### config.mk
export PLATFORM = sky130hd
export DESIGN_NAME = tlb_inst_ctrl
export DESIGN_NICKNAME = d
export VERILOG_FILES = /design/src/rtl/tlb_inst_ctrl_pkg.sv /design/src/rtl/tlb_inst_ctrl_fill_cnt.sv /design/src/rtl/tlb_inst_ctrl.sv
export SDC_FILE = /design/constraint.sdc
export NUM_CORES = 1
export LEC_CHECK = 0
export ABC_AREA = 1
export ABC_CLOCK_PERIOD_IN_PS = 4200
export BUFFER_PORTS_ARGS = -buffer_cell sky130_fd_sc_hd__buf_2
export CORE_AREA = 2 2 211 213
export CTS_BUF_LIST = sky130_fd_sc_hd__clkbuf_8
export DETAILED_ROUTE_END_ITERATION = 10
export DIE_AREA = 0 0 213 215
export PLACE_DENSITY_LB_ADDON = 0.05
export SLEW_MARGIN = 20
export SYNTH_ARGS = -nofsm -noshare
export SYNTH_HDL_FRONTEND = slang
export SYNTH_SLANG_ARGS = --single-unit
### constraint.sdc
create_clock -name clk -period 4.2 [get_ports clk]
set_input_delay 0.21 -clock clk [delete_from_list [all_inputs] [get_ports clk]]
set_output_delay 0.21 -clock clk [all_outputs]
set_load 0.05 [all_outputs]
### src/rtl/tlb_inst_ctrl_pkg.sv
// Shared definitions for the TLB maintenance instruction sequencer.
// Contents: op encodings, TLBR exception code, TLBELO/TLBIDX field
// positions, largest legal INVTLB op, controller states, TLBELO packing.
package tlb_inst_ctrl_pkg;

  typedef enum logic [2:0] {
    TLBOP_SRCH = 3'd0,
    TLBOP_RD   = 3'd1,
    TLBOP_WR   = 3'd2,
    TLBOP_FILL = 3'd3,
    TLBOP_INV  = 3'd4
  } tlb_op_e;

  typedef enum logic [1:0] {
    ST_IDLE = 2'd0,
    ST_EXEC = 2'd1,
    ST_RESP = 2'd2
  } ctrl_state_e;

  localparam logic [5:0] ECODE_TLBR    = 6'h3F;
  localparam logic [4:0] INVTLB_OP_MAX = 5'd6;

  // TLBELO field positions
  localparam int ELO_V      = 0;
  localparam int ELO_D      = 1;
  localparam int ELO_PLV_LO = 2;
  localparam int ELO_MAT_LO = 4;
  localparam int ELO_G      = 6;
  localparam int ELO_PPN_LO = 8;

  // TLBIDX field positions (index sits at bit 0)
  localparam int IDX_PS_LO = 24;
  localparam int IDX_NE    = 31;

  function automatic logic [31:0] pack_elo(input logic [19:0] ppn,
                                           input logic        g,
                                           input logic [1:0]  mat,
                                           input logic [1:0]  plv,
                                           input logic        d,
                                           input logic        v);
    return {4'b0, ppn, 1'b0, g, mat, plv, d, v};
  endfunction

endpackage

### src/rtl/tlb_inst_ctrl_fill_cnt.sv
// Free-running TLBFILL index counter.
// Ports: clk, reset (sync, active-high), cnt (wraps TLBNUM-1 -> 0).
module tlb_fill_cnt #(
  parameter int TLBNUM = 16,
  parameter int IDXW   = $clog2(TLBNUM)
) (
  input  logic            clk,
  input  logic            reset,
  output logic [IDXW-1:0] cnt
);

  always_ff @(posedge clk) begin
    if (reset)                          cnt <= '0;
    else if (cnt == IDXW'(TLBNUM - 1))  cnt <= '0;
    else                                cnt <= cnt + IDXW'(1);
  end

endmodule

### src/rtl/tlb_inst_ctrl.sv
// Sequencer for TLBSRCH/TLBRD/TLBWR/TLBFILL/INVTLB between the WB-stage
// CSR logic and the tlb array.
// Ports: req_* (instruction request + INVTLB operands), csr_* (current CSR
// values), resp_* (valid/ready result for CSR update), tlb_* (s1 search,
// invtlb, write and read ports of the tlb array).
//
// state   | meaning
// --------+-------------------------------------------------------------
// IDLE    | ready for a request; operands latched on accept
// EXEC    | one cycle driving the tlb; results captured at its end
// RESP    | result held on resp_* until resp_ready
module tlb_inst_ctrl
  import tlb_inst_ctrl_pkg::*;
#(
  parameter int TLBNUM = 16,
  parameter int IDXW   = $clog2(TLBNUM)
) (
  input  logic            clk,
  input  logic            reset,
  input  logic            req_valid,
  output logic            req_ready,
  input  logic [2:0]      req_op,
  input  logic [4:0]      req_inv_op,
  input  logic [9:0]      req_inv_asid,
  input  logic [31:0]     req_inv_va,
  input  logic [31:0]     csr_tlbidx,
  input  logic [18:0]     csr_tlbehi_vppn,
  input  logic [9:0]      csr_asid,
  input  logic [31:0]     csr_tlbelo0,
  input  logic [31:0]     csr_tlbelo1,
  input  logic [5:0]      csr_estat_ecode,
  output logic            resp_valid,
  input  logic            resp_ready,
  output logic [2:0]      resp_op,
  output logic            resp_err,
  output logic [31:0]     resp_tlbidx,
  output logic [18:0]     resp_tlbehi_vppn,
  output logic [31:0]     resp_tlbelo0,
  output logic [31:0]     resp_tlbelo1,
  output logic [9:0]      resp_asid,
  output logic            tlb_s1_own,
  output logic [18:0]     tlb_s1_vppn,
  output logic            tlb_s1_va_bit12,
  output logic [9:0]      tlb_s1_asid,
  input  logic            tlb_s1_found,
  input  logic [IDXW-1:0] tlb_s1_index,
  output logic            tlb_invtlb_valid,
  output logic [4:0]      tlb_invtlb_op,
  output logic            tlb_we,
  output logic [IDXW-1:0] tlb_w_index,
  output logic            tlb_w_e,
  output logic [18:0]     tlb_w_vppn,
  output logic [5:0]      tlb_w_ps,
  output logic [9:0]      tlb_w_asid,
  output logic            tlb_w_g,
  output logic [19:0]     tlb_w_ppn0,
  output logic [1:0]      tlb_w_plv0,
  output logic [1:0]      tlb_w_mat0,
  output logic            tlb_w_d0,
  output logic            tlb_w_v0,
  output logic [19:0]     tlb_w_ppn1,
  output logic [1:0]      tlb_w_plv1,
  output logic [1:0]      tlb_w_mat1,
  output logic            tlb_w_d1,
  output logic            tlb_w_v1,
  output logic [IDXW-1:0] tlb_r_index,
  input  logic            tlb_r_e,
  input  logic [18:0]     tlb_r_vppn,
  input  logic [5:0]      tlb_r_ps,
  input  logic [9:0]      tlb_r_asid,
  input  logic            tlb_r_g,
  input  logic [19:0]     tlb_r_ppn0,
  input  logic [1:0]      tlb_r_plv0,
  input  logic [1:0]      tlb_r_mat0,
  input  logic            tlb_r_d0,
  input  logic            tlb_r_v0,
  input  logic [19:0]     tlb_r_ppn1,
  input  logic [1:0]      tlb_r_plv1,
  input  logic [1:0]      tlb_r_mat1,
  input  logic            tlb_r_d1,
  input  logic            tlb_r_v1
);

  ctrl_state_e     state_q, state_d;
  tlb_op_e         op_q;
  logic [4:0]      inv_op_q;
  logic [9:0]      inv_asid_q;
  logic [19:0]     inv_va_q;      // VA[31:12]
  logic [31:0]     tlbidx_q, elo0_q, elo1_q;
  logic [18:0]     ehi_q;
  logic [9:0]      asid_q;
  logic [5:0]      ecode_q;
  logic [IDXW-1:0] fill_cnt, fill_idx_q;

  logic [31:0]     tlbidx_d, elo0_d, elo1_d;
  logic [18:0]     ehi_d;
  logic [9:0]      asid_d;
  logic            err_d;
  logic            exec;
  logic            accept;

  // Bits of the CSR images that no TLB field maps to.
  logic unused_bits;
  assign unused_bits = ^{req_inv_va[11:0], elo0_q[31:28], elo0_q[7],
                         elo1_q[31:28], elo1_q[7]};

  tlb_fill_cnt #(.TLBNUM(TLBNUM), .IDXW(IDXW)) u_fill_cnt (
    .clk   (clk),
    .reset (reset),
    .cnt   (fill_cnt)
  );

  assign req_ready  = (state_q == ST_IDLE);
  assign resp_valid = (state_q == ST_RESP);
  assign accept     = req_valid && req_ready;
  // Gating with reset drops an in-flight WR/INV whose EXEC edge sees reset.
  assign exec       = (state_q == ST_EXEC) && !reset;

  always_ff @(posedge clk) begin
    if (reset) state_q <= ST_IDLE;
    else       state_q <= state_d;
  end

  always_ff @(posedge clk) begin
    if (reset) begin
      op_q       <= TLBOP_SRCH;
      inv_op_q   <= '0;
      inv_asid_q <= '0;
      inv_va_q   <= '0;
      tlbidx_q   <= '0;
      ehi_q      <= '0;
      asid_q     <= '0;
      elo0_q     <= '0;
      elo1_q     <= '0;
      ecode_q    <= '0;
      fill_idx_q <= '0;
    end else if (accept) begin
      op_q       <= tlb_op_e'(req_op);
      inv_op_q   <= req_inv_op;
      inv_asid_q <= req_inv_asid;
      inv_va_q   <= req_inv_va[31:12];
      tlbidx_q   <= csr_tlbidx;
      ehi_q      <= csr_tlbehi_vppn;
      asid_q     <= csr_asid;
      elo0_q     <= csr_tlbelo0;
      elo1_q     <= csr_tlbelo1;
      ecode_q    <= csr_estat_ecode;
      fill_idx_q <= fill_cnt;
    end
  end

  always_comb begin
    state_d          = state_q;
    tlb_s1_own       = 1'b0;
    tlb_s1_vppn      = '0;
    tlb_s1_va_bit12  = 1'b0;
    tlb_s1_asid      = '0;
    tlb_invtlb_valid = 1'b0;
    tlb_invtlb_op    = '0;
    tlb_we           = 1'b0;
    tlb_w_index      = '0;
    tlb_w_e          = 1'b0;
    tlb_w_vppn       = '0;
    tlb_w_ps         = '0;
    tlb_w_asid       = '0;
    tlb_w_g          = 1'b0;
    tlb_w_ppn0       = '0;
    tlb_w_plv0       = '0;
    tlb_w_mat0       = '0;
    tlb_w_d0         = 1'b0;
    tlb_w_v0         = 1'b0;
    tlb_w_ppn1       = '0;
    tlb_w_plv1       = '0;
    tlb_w_mat1       = '0;
    tlb_w_d1         = 1'b0;
    tlb_w_v1         = 1'b0;
    tlb_r_index      = '0;
    tlbidx_d         = tlbidx_q;
    ehi_d            = '0;
    elo0_d           = '0;
    elo1_d           = '0;
    asid_d           = '0;
    err_d            = 1'b0;

    case (state_q)
      ST_IDLE: if (req_valid)  state_d = ST_EXEC;
      ST_EXEC:                 state_d = ST_RESP;
      ST_RESP: if (resp_ready) state_d = ST_IDLE;
      default:                 state_d = ST_IDLE;
    endcase

    if (exec) begin
      case (op_q)
        TLBOP_SRCH: begin
          tlb_s1_own  = 1'b1;
          tlb_s1_vppn = ehi_q;
          tlb_s1_asid = asid_q;
          if (tlb_s1_found) begin
            tlbidx_d[IDXW-1:0] = tlb_s1_index;
            tlbidx_d[IDX_NE]   = 1'b0;
          end else begin
            tlbidx_d[IDX_NE]   = 1'b1;
          end
        end
        TLBOP_RD: begin
          tlb_r_index = tlbidx_q[IDXW-1:0];
          if (tlb_r_e) begin
            tlbidx_d[IDX_NE]          = 1'b0;
            tlbidx_d[IDX_PS_LO +: 6]  = tlb_r_ps;
            ehi_d  = tlb_r_vppn;
            asid_d = tlb_r_asid;
            elo0_d = pack_elo(tlb_r_ppn0, tlb_r_g, tlb_r_mat0, tlb_r_plv0,
                              tlb_r_d0, tlb_r_v0);
            elo1_d = pack_elo(tlb_r_ppn1, tlb_r_g, tlb_r_mat1, tlb_r_plv1,
                              tlb_r_d1, tlb_r_v1);
          end else begin
            tlbidx_d[IDX_NE]          = 1'b1;
            tlbidx_d[IDX_PS_LO +: 6]  = '0;
          end
        end
        TLBOP_WR, TLBOP_FILL: begin
          tlb_we      = 1'b1;
          tlb_w_index = (op_q == TLBOP_WR) ? tlbidx_q[IDXW-1:0] : fill_idx_q;
          // A refill handler may write an entry even while NE is set.
          tlb_w_e     = !tlbidx_q[IDX_NE] || (ecode_q == ECODE_TLBR);
          tlb_w_ps    = tlbidx_q[IDX_PS_LO +: 6];
          tlb_w_vppn  = ehi_q;
          tlb_w_asid  = asid_q;
          tlb_w_g     = elo0_q[ELO_G] & elo1_q[ELO_G];
          tlb_w_ppn0  = elo0_q[ELO_PPN_LO +: 20];
          tlb_w_plv0  = elo0_q[ELO_PLV_LO +: 2];
          tlb_w_mat0  = elo0_q[ELO_MAT_LO +: 2];
          tlb_w_d0    = elo0_q[ELO_D];
          tlb_w_v0    = elo0_q[ELO_V];
          tlb_w_ppn1  = elo1_q[ELO_PPN_LO +: 20];
          tlb_w_plv1  = elo1_q[ELO_PLV_LO +: 2];
          tlb_w_mat1  = elo1_q[ELO_MAT_LO +: 2];
          tlb_w_d1    = elo1_q[ELO_D];
          tlb_w_v1    = elo1_q[ELO_V];
        end
        TLBOP_INV: begin
          tlb_s1_own      = 1'b1;
          tlb_s1_asid     = inv_asid_q;
          tlb_s1_vppn     = inv_va_q[19:1];
          tlb_s1_va_bit12 = inv_va_q[0];
          tlb_invtlb_op   = inv_op_q;
          if (inv_op_q <= INVTLB_OP_MAX) tlb_invtlb_valid = 1'b1;
          else                           err_d            = 1'b1;
        end
        default: ;
      endcase
    end
  end

  always_ff @(posedge clk) begin
    if (reset) begin
      resp_op          <= '0;
      resp_err         <= 1'b0;
      resp_tlbidx      <= '0;
      resp_tlbehi_vppn <= '0;
      resp_tlbelo0     <= '0;
      resp_tlbelo1     <= '0;
      resp_asid        <= '0;
    end else if (state_q == ST_EXEC) begin
      resp_op          <= op_q;
      resp_err         <= err_d;
      resp_tlbidx      <= tlbidx_d;
      resp_tlbehi_vppn <= ehi_d;
      resp_tlbelo0     <= elo0_d;
      resp_tlbelo1     <= elo1_d;
      resp_asid        <= asid_d;
    end
  end

endmodule

; ---- Yosys cells after proc, flatten, opt, wreduce, memory -nomap -nowiden
; Cells that the tools add are included.
[totals]
ff_bits = 300
out_inout_bits = 266
[op_classes]
add_sub_neg = 1
magnitude_cmp = 1
eq_ne = 10
muxes = 78
bitwise = 1
reduce_logical = 11
[ops]
columns = operator, n
row1 = two-way mux 28 bit, 6
row2 = two-way mux 19 bit, 6
row3 = two-way mux 20 bit, 4
row4 = two-way mux 10 bit, 6
row5 = one-hot mux 19 bit (2 select lines), 1
row6 = two-way mux 4 bit, 8
row7 = two-way mux 6 bit, 5
row8 = two-way mux 1 bit, 27
row9 = two-way mux 2 bit, 10
row10 = one-hot mux 10 bit (2 select lines), 1
row11 = two-way mux 5 bit, 2
row12 = "== test 3 x 2 -> 1 bit, second input constant", 2
row13 = "== test 6 bit, second input constant", 1
row14 = one-hot mux 2 bit (3 select lines), 1
row15 = OR reduction 2 bit, 3
row16 = "<= comparator 5 x 3 -> 1 bit, second input constant", 1
row17 = "adder 4 x 1 -> 4 bit, second input constant", 1
row18 = "== test 4 bit, second input constant", 1
row19 = "== test 3 x 1 -> 1 bit, second input constant", 1
row20 = "== test 3 bit, second input constant", 1
row21 = zero test 3 bit, 1
row22 = "== test 2 x 1 -> 1 bit, second input constant", 1
row23 = "== test 2 bit, second input constant", 1
row24 = logical AND 1 bit, 2
row25 = 8 further kinds, 9

; ---- Longest topological paths before layout
[depth]
depth_word = 4
mapped_depth = 9

; ---- Hierarchy
; From an unflattened synthesis, not the netlist that was laid out.
[unflattened]
cells_unflattened = 1634
area_unflattened_um2 = 11428.5
[modules_own_cells]
columns = module, n_inst, cells_each, area_per_inst_um2
row1 = tlb_inst_ctrl, 1, 1617, 11274.6
row2 = tlb_fill_cnt, 1, 17, 153.9

; ---- Least setup slack after synthesis
; No wires, ideal clock.
[synth_path]
kind = register to output
startpoint = reg state_q[0]
endpoint = out tlb_invtlb_op[0]
arrival_ns = 2.376
required_time_ns = 3.990
path_slack_ns = 1.614
path_stages_with_launch = 7
cell_sequence = dfxtp_1 -> inv_1 -> nor2_1 -> nand2_1 -> nor2_1 -> nand2_1 -> nor2_1
[synth_between]
elab_chain_len = 3
[synth_rtl]
columns = element, line_no
row1 = from (decl), tlb_inst_ctrl.sv:84  ; ctrl_state_e state_q, state_d;
row2 = from (signal assigned), tlb_inst_ctrl.sv:121  ; else state_q <= state_d;
row3 = == test 2 x 1 -> 1 bit, tlb_inst_ctrl.sv:117  ; assign exec = (state_q == ST_EXEC) && !reset;
row4 = logical AND 1 bit, tlb_inst_ctrl.sv:117
row5 = two-way mux 5 bit, tlb_inst_ctrl.sv:192  ; if (exec) begin
row6 = to (decl), tlb_inst_ctrl.sv:48  ; output logic [4:0] tlb_invtlb_op,
; Every way passes these cells.

; ---- Worst setup path after layout
[layout_path]
startpoint = reg state_q[0]
endpoint = out tlb_w_index[1]
[layout_between]
elab_chain_len = 3
[layout_rtl]
columns = element, line_no
row1 = == test 2 x 1 -> 1 bit, tlb_inst_ctrl.sv:117
row2 = logical AND 1 bit, tlb_inst_ctrl.sv:117
row3 = two-way mux 4 bit, tlb_inst_ctrl.sv:192
row4 = to (decl), tlb_inst_ctrl.sv:50  ; output logic [IDXW-1:0] tlb_w_index,
; Every way passes these cells.

==> results.toml <==
[power]
p_leak_uw = 0.00814
p_total_uw = 6660
peakVddDrop_mv = 0.253
p_per_area_nw_per_um2 = 371

[clock_network]
cts_setup_buffers = 0
htreeDepth = 2
max-clock-path-buffers = 3
cts_sinks = 287
insertion_delay_ns = 0.62
clkTransAtPathRegs_ns = 0.06
cts-root-buf = "clkbuf_8"
tritoncts = "yes"
cts.repair.resized = 0
hold_buffers = 263
numCtsBuffers = 53

[timing]
slew_headroom_pct = 35.3
slew_violations = 0
layout_min_cycle_time_ns = 3.27
finalHoldViolations = 0
fmax_ghz = 0.306
setup_ws_ns = 0.935
period_share_pct = 77.7
finClkSkew_ns = 0.0174
fin_setup_tns_ns = 0
rsz0062_at_grt = "no"
setup_viol = 0
worstMarginPinSlew_ns = 0.971

[layout]
drive_above_1_share_pct = 25.5
area_delta_synth_final_pct = 57.5
final_nets = 2633
fin_util_pct = 41.1
final_area_um2 = 17900

[die]
start_util_pct = 26.1
io_pins = 545
dieArea_um2 = 45800
coreArea_um2 = 43600
rows = 77
die_h_um = 215
die_x_um = 213

[drt]
vias = 12929
ant_nets = 0
drt-total-wl_um = 45400
dr.pass1.iters = 5
avgViaCountPerCell = 4.34
drt_iter0_drc = 534
wl_per_cell_um = 15.2
drc = 0

[yosys]
synth_ff_type = "dfxtp_1"
ys_ff_latch = 287
syn_inst = 1630
netlist_area_um2 = 11400
synth.yosys.seq_area_share_pct = 50.4
avgSynthCellArea_um2 = 6.99
async_reset_ff_share_pct = 0
yosys_warnings = 0
yosysUniqueCellTypes = 22
synth_edf_count = 0

[global_route]
antenna_found_initial = 3
grt_pass1_wl_um = 69300
grt_max_degree = 99
grtUsageTotal_pct = 19.1
gr-total-overflow = 0
first_global_vias = 12617

[critical_path]
rr_startpoint = "state_q[0]$_SDFFE_PP0P_"
critPathLaunchType = "flip-flop"
reg2reg_depth = 8
crit_end = "tlb_w_index[1]"
endpoint_kind = "primary output"
startpoint = "state_q[0]$_SDFFE_PP0P_"
regToRegSetupSlack_ns = 1.33
worst_ep_required_time_ns = 3.99
arrival_ns = 3.06
r2r-end = "resp_tlbelo0[3]$_SDFFE_PP0N_"
critPathMaxFanout = 50
crit_type = "reg -> out"

[run]
cap_violations = 0

[run_status]
status = "finished clean"

[hold_path]
hold_path_startpoint = "tlb_r_e"
hold_path.class = "in -> reg"
hold_depth = 5

[place]
place_area_um2 = 14300
dp_hpwl_um = 29400
pre_cts_ws_ns = 1.49
gp_congestion = 0.811
io_buffers = 512
## cells in the final DEF (no fill, tap or decap), drive strengths merged
master	instances
buf	525
nor2	464
nand2	355
dfxtp	287
dlygate4sd3	263
o21ai	200
a21oi	139
clkbuf	66
inv	50
nand3	12
conb	10
nor3	4
clkinv	4
diode	3
nand3b	2
xnor2	1
o21bai	1
o22ai	1
a211oi	1
ha	1
clkinvlp	1
## worst min path at each step
stage                     slack, ns                      endpoint
after floorplan                0.35     resp_asid[9]$_SDFFE_PP0N_
after global placement         0.44       elo0_q[17]$_SDFFE_PP0P_
after detailed placement       0.45       elo0_q[17]$_SDFFE_PP0P_
after CTS                      0.01  resp_tlbidx[26]$_SDFFE_PP0N_
after global routing           0.03  resp_tlbidx[26]$_SDFFE_PP0N_
final                          0.07  resp_tlbidx[26]$_SDFFE_PP0N_
## synthesized netlist by cell type, drive strengths merged, types with 2 or more instances
| library cell | number | area share (%) |
|---|---|---|
| dfxtp | 287 | 50 |
| nor2 | 464 | 15 |
| inv | 31 | 1.0 |
| buf | 58 | 3.0 |
| a21oi | 139 | 6.1 |
| nand3 | 12 | 0.53 |
| nand2 | 355 | 12 |
| clkbuf | 71 | 2.3 |
| nand3b | 2 | 0.13 |
| nor3 | 4 | 0.18 |
| o21ai | 200 | 8.8 |
## power by group
group	internal, uW	switching (uW)	leakage [uW]
clock network	1390	1200	0.000588
logic	423	658	0.00519
registers	2900	93.0	0.00236
total	4710	1950	0.00814
## critical path: stages (launching register included)
cell     delay [ns]
dfxtp_1        0.41
nand2_4        0.36
nor2_2         0.35
nand2_1        0.56
inv_1          0.22
o21ai_0        0.11
a21oi_1        0.12
buf_2          0.29
## metal layers
metal  wire (um)  part of all wire (%)  global-route usage, %  up-vias
li1            -                     -                      -     6595
met1       19700                    43                   22.9     5883
met2       21000                    46                   31.8      371
met3        3340                   7.4                   6.17       80
met4        1430                   3.2                   6.97        0
met5           0                     0                      0        -
## cell type report
class | count | area [um^2]
antenna | 3 | 7.51
clock buffer | 66 | 908
clock inverter | 23 | 93.8
fill | 4800 | 25700
inverter | 32 | 125
multi-input combinational | 1191 | 5010
sequential | 287 | 5750
tap | 592 | 741
timing repair buffer | 788 | 5320
## stage by stage
stage               std cells  hold slack (ns)
detailed placement       2627            0.448
global placement         2627            0.443
finish                   2982           0.0710
CTS                      2979           0.0145
floorplan                1639            0.353
global route             2982           0.0274
## sequential cells by signal, summed over array words and instances (netlist names), 5 cells and up
name	cells
resp_tlbidx	32
elo0_q	27
resp_tlbehi_vppn	19
tlbidx_q	32
resp_asid	10
elo1_q	27
inv_op_q	5
asid_q	10
resp_tlbelo1	27
ecode_q	6
inv_asid_q	10
ehi_q	19
inv_va_q	20
resp_tlbelo0	26
## kinds of logic after synthesis
family | Yosys count | share of synthesized area (%)
adder cells (fa/ha/maj) | 1 | 0.110
other | 1 | 0.0329
XOR/XNOR | 1 | 0.0768
AO/OA/AOI/OAI | 342 | 15.1
buffers and inverters | 161 | 6.36
AND/OR/NAND/NOR | 837 | 28.0
flip-flops | 287 | 50.4
Note: power is estimated with default switching activity, not from simulation.
